## config.mk

```make
export PLATFORM = sky130hd
export DESIGN_NAME = pwm_ramp_ctrl
export DESIGN_NICKNAME = d
export VERILOG_FILES = /design/src/rtl/pwm_ramp_ctrl.sv
export SDC_FILE = /design/constraint.sdc
export NUM_CORES = 1
export LEC_CHECK = 0
export CAP_MARGIN = 20
export CORE_UTILIZATION = 51
export DETAILED_ROUTE_END_ITERATION = 6
export PLACE_DENSITY = 0.75
export SYNTH_ARGS = -nofsm -noshare
export SYNTH_HDL_FRONTEND = slang
export SYNTH_SLANG_ARGS = --single-unit
```

## constraint.sdc

```tcl
create_clock -name clk -period 3.7 [get_ports clk]
set_clock_uncertainty 0.1 [all_clocks]
set_input_delay 0.74 -clock clk [delete_from_list [all_inputs] [get_ports clk]]
set_output_delay 0.74 -clock clk [all_outputs]
set_load 0.01 [all_outputs]
```

## src/rtl/pwm_ramp_ctrl.sv

```systemverilog
// Duty-cycle ramp sequencer: accepts a target duty over valid/ready and slews the PWM duty
// toward it by STEP counts every DIV period_done pulses. Optional sticky irq via `PWM_RAMP_IRQ_EN.
module pwm_ramp_ctrl #(
    parameter int DW   = 8,
    parameter int STEP = 4,
    parameter int DIV  = 2
) (
    input  logic          clk,
    input  logic          rst,
    input  logic          enable,
    input  logic          cmd_valid,
    output logic          cmd_ready,
    input  logic [DW-1:0] cmd_duty,
    input  logic          period_done,
    output logic [DW-1:0] duty,
    output logic          busy,
    output logic          done
`ifdef PWM_RAMP_IRQ_EN
    ,
    output logic          irq,
    input  logic          irq_clr
`endif
);

    localparam int            PW         = (DIV > 1) ? $clog2(DIV) : 1;
    localparam logic [PW-1:0] PRESC_LAST = PW'(DIV - 1);
    localparam logic [DW:0]   STEP_X     = (DW + 1)'(STEP);
    localparam logic [DW-1:0] STEP_D     = DW'(STEP);

    localparam logic [0:0] ST_IDLE = 1'b0;
    localparam logic [0:0] ST_RAMP = 1'b1;

    logic [0:0]    r_state_reg,  r_state_next;
    logic [DW-1:0] r_duty_reg,   r_duty_next;
    logic [DW-1:0] r_target_reg, r_target_next;
    logic [PW-1:0] r_presc_reg,  r_presc_next;
    logic          r_done_reg,   r_done_next;

    logic          w_up;
    logic [DW:0]   w_diff;
    logic          w_last_step;
    logic [DW-1:0] w_stepped;
    logic          w_tick;

    // Distance is formed in DW+1 bits so a full-scale gap never aliases to a small one;
    // whenever it exceeds STEP the full step cannot overshoot, so duty never wraps.
    always_comb begin
        w_up        = (r_target_reg > r_duty_reg);
        w_diff      = w_up ? ({1'b0, r_target_reg} - {1'b0, r_duty_reg})
                           : ({1'b0, r_duty_reg} - {1'b0, r_target_reg});
        w_last_step = (w_diff <= STEP_X);
        w_stepped   = w_up ? (r_duty_reg + STEP_D) : (r_duty_reg - STEP_D);
        w_tick      = period_done & enable & (r_state_reg == ST_RAMP);
    end

    always_comb begin
        r_state_next  = r_state_reg;
        r_duty_next   = r_duty_reg;
        r_target_next = r_target_reg;
        r_presc_next  = r_presc_reg;
        r_done_next   = 1'b0;
        case (r_state_reg)
            ST_IDLE: begin
                if (cmd_valid) begin
                    r_target_next = cmd_duty;
                    if (cmd_duty == r_duty_reg) begin
                        r_done_next = 1'b1;
                    end else begin
                        r_state_next = ST_RAMP;
                        r_presc_next = '0;
                    end
                end
            end
            ST_RAMP: begin
                if (w_tick) begin
                    if (r_presc_reg == PRESC_LAST) begin
                        r_presc_next = '0;
                        if (w_last_step) begin
                            r_duty_next  = r_target_reg;
                            r_state_next = ST_IDLE;
                            r_done_next  = 1'b1;
                        end else begin
                            r_duty_next = w_stepped;
                        end
                    end else begin
                        r_presc_next = r_presc_reg + PW'(1);
                    end
                end
            end
            default: r_state_next = ST_IDLE;
        endcase
    end

    always_ff @(posedge clk) begin
        if (rst) begin
            r_state_reg  <= ST_IDLE;
            r_duty_reg   <= '0;
            r_target_reg <= '0;
            r_presc_reg  <= '0;
            r_done_reg   <= 1'b0;
        end else begin
            r_state_reg  <= r_state_next;
            r_duty_reg   <= r_duty_next;
            r_target_reg <= r_target_next;
            r_presc_reg  <= r_presc_next;
            r_done_reg   <= r_done_next;
        end
    end

    assign cmd_ready = (r_state_reg == ST_IDLE);
    assign busy      = (r_state_reg == ST_RAMP);
    assign duty      = r_duty_reg;
    assign done      = r_done_reg;

`ifdef PWM_RAMP_IRQ_EN
    logic r_irq_reg;

    // A completion on the same edge as irq_clr keeps the flag set.
    always_ff @(posedge clk) begin
        if (rst) begin
            r_irq_reg <= 1'b0;
        end else if (r_done_next) begin
            r_irq_reg <= 1'b1;
        end else if (irq_clr) begin
            r_irq_reg <= 1'b0;
        end
    end

    assign irq = r_irq_reg;
`endif

endmodule

```

==> results <==
Yosys cell counts (3+ instances only):
cell type,instances
a21oi_1,19
nand2_1,29
o21ai_0,8
nor4_1,3
nor2b_1,4
o211ai_1,4
xnor2_1,13
o2111ai_1,3
ha_1,20
nand3_1,6
a21o_1,8
nor2_1,17
inv_1,20
nand2b_1,6
clkbuf_1,4
dfxtp_1,19
nand4_1,5
nor3_1,8
fa_1,3
xor2_1,3
report_power, final:
part | switching (mW) | internal (mW) | total [mW]
Clock | 0.0717 | 0.0749 | 0.147
Sequential | 0.00963 | 0.212 | 0.222
Combinational | 0.172 | 0.130 | 0.302
per-stage QoR:
stage	cells	hold slack, ns	utilization, %	instance area, um^2
after floorplan	252	0.3530	-	1996
after global placement	330	0.3638	63.37	2355
after detailed placement	330	0.3738	63.37	2355
after CTS	334	0.3836	64.61	2401
after global routing	334	0.4101	64.75	2406
final	334	0.3899	64.75	2406
worst max-delay path: stages (launching register included):
cell and delay [ns]:
dfxtp_1 0.33, inv_1 0.05, ha_1 0.34, a211oi_2 0.32
a21oi_1 0.13, and3_2 0.24, inv_1 0.17, ha_1 0.27
a21o_1 0.18, a21o_1 0.19, a21o_1 0.19, a21oi_1 0.18
xnor2_1 0.09, or3_1 0.31, a31o_2 0.23
final cells by class:
| type | instances | area (um^2) |
|---|---|---|
| timing repair buffer | 39 | 350.3 |
| multi-input combinational | 204 | 1494 |
| sequential | 19 | 380.4 |
| fill | 342 | 1310 |
| clock buffer | 3 | 41.29 |
| tap | 48 | 60.06 |
| inverter | 20 | 75.07 |
| clock inverter | 1 | 5.005 |
per-layer routing:
| metal | vias up | track usage (%) | share of wire (%) |
|---|---|---|---|
| met5 | - | 0 | 0 |
| li1 | 976 | - | - |
| met1 | 964 | 35.97 | 46 |
| met2 | 56 | 47.76 | 49 |
| met4 | 0 | 4.722 | 0.37 |
| met3 | 2 | 2.113 | 4.5 |
cell families (layout without fill, tap and decap cells):
| kind of cell | after synthesis | count (layout) | share of synthesized area (%) |
|---|---|---|---|
| mux | 2 | 2 | 1.003 |
| simple gates | 91 | 91 | 24.51 |
| compound gates | 72 | 72 | 26.52 |
| flops | 19 | 19 | 19.06 |
| xor+xnor | 16 | 16 | 7.022 |
| buf+inv | 29 | 63 | 6.332 |
| fa+ha+maj | 23 | 23 | 15.55 |
worst paths after layout:
path | startpoint | end | cells after the start
min reg2reg | r_target_reg[3] | r_target_reg[3] | 2
max | duty[6] | duty[7] | 14
min | r_target_reg[3] | r_target_reg[3] | 2
max reg2reg | duty[6] | duty[7] | 14
==> qor.txt <==
Fin worst setup slack = 0.2736 ns
CTS sink count = 19
Ys flop type = dfxtp_1
Max-slew violation count = 0
FP Rows = 22
Crit path max fanout = 5
Register area share after synthesis = 19.06%
Setup CP Type = flip-flop to flip-flop
Port bufs = 23
Post-cts sizing count = 0
Clk_lat worst skew = 0.26 ns
Pwr dens = 278.8 nW/um^2
Status = completed
Die X = 64.56 um
Largest net degree at the start of global routing = 20
Drt pass-1 iters = 4
Routed length per instance = 16.17 um
Total Power = 0.6707 mW
Die ar. = 4167 um^2
Avg Inst Size Synth = 7.919 um^2
CTS root buffer = clkbuf_8
Post-Place Worst Slack = 0.2240 ns
Period utilization = 92.61%
CTS tree = yes
Vias in the first global route = 1841
Die Height = 64.56 um
Clk slew on worst S/H paths = 0.08 ns
Post-DRT Antenna Nets = 0
TNS Setup = 0 ns
Synth unique cells = 58
Synth area leaders = dfxtp_1 (19%), ha_1 (13%), xnor2_1 (5.7%), nand2_1 (5.5%), a21oi_1 (4.8%)
First-pass GRT wire length = 8.763 mm
Post-synth EDFFs = 0
Syn-to-layout area delta = 20.56%
DRC = 0
CTS Buffer Depth = 2
Most frequent cells in the layout = nand2_1 (29), clkdlybuf4s50_1 (23), inv_1 (20), ha_1 (20)
Min-Delay Path Class = flip-flop to flip-flop
Vias after detailed routing = 1998
I/O pin cnt = 24
GRT overflow = 0
Peak Freq = 0.2919 GHz
Slew @ Worst Pin = 0.7344 ns
Post-synth ARST share = 0%
GRT Overall Usage = 27.02%
Final Hold Violating Endpoints = 0
Starting Density = 53.70%
FF+latch count, synth = 19
Vias per cell = 5.982
RSZ-0062 raised after global routing = no
Placer congestion estimate = 0.9504
Final setup vio count = 0
Core area = 3716 um^2
Detailed placement HPWL = 4.273 mm
Flop2flop setup slack = 0.27 ns
Area share of the largest cell type after synthesis = 19.06%
VDD IR-drop max = 0.2681 mV
Rel. slew slack = 50.52%
Synth area leader = dfxtp_1
Commonest non-fill, non-tap cell in the layout = nand2_1
Share of layout cells above drive strength 1 = 12.24%
Arrival time worst endpoint = 3.48 ns
CP Capture Type = flip-flop
Post-Synthesis Cells = 252
Lkg Pwr = 0.9695 nW
# nets final = 323
# Max-Cap Violations = 0
Worst Path Required = 3.76 ns
Initial antenna violation count = 0
Initial DRC Count = 111
Post-CTS Setup Bufs = 0
Htree depth = 1
Inserted Clock Buffers = 3
Crit path launch type = flip-flop
Syn nets = 288
Synth warnings = 0
Ant diodes = 0
Post-CTS Hold Buffers = 0
Cell Area, Synth = 1996 um^2
Crit path time final = 3.426 ns
Final Routed Wirelength = 5.400 mm
No activity file was read; power rests on OpenSTA's default activity.
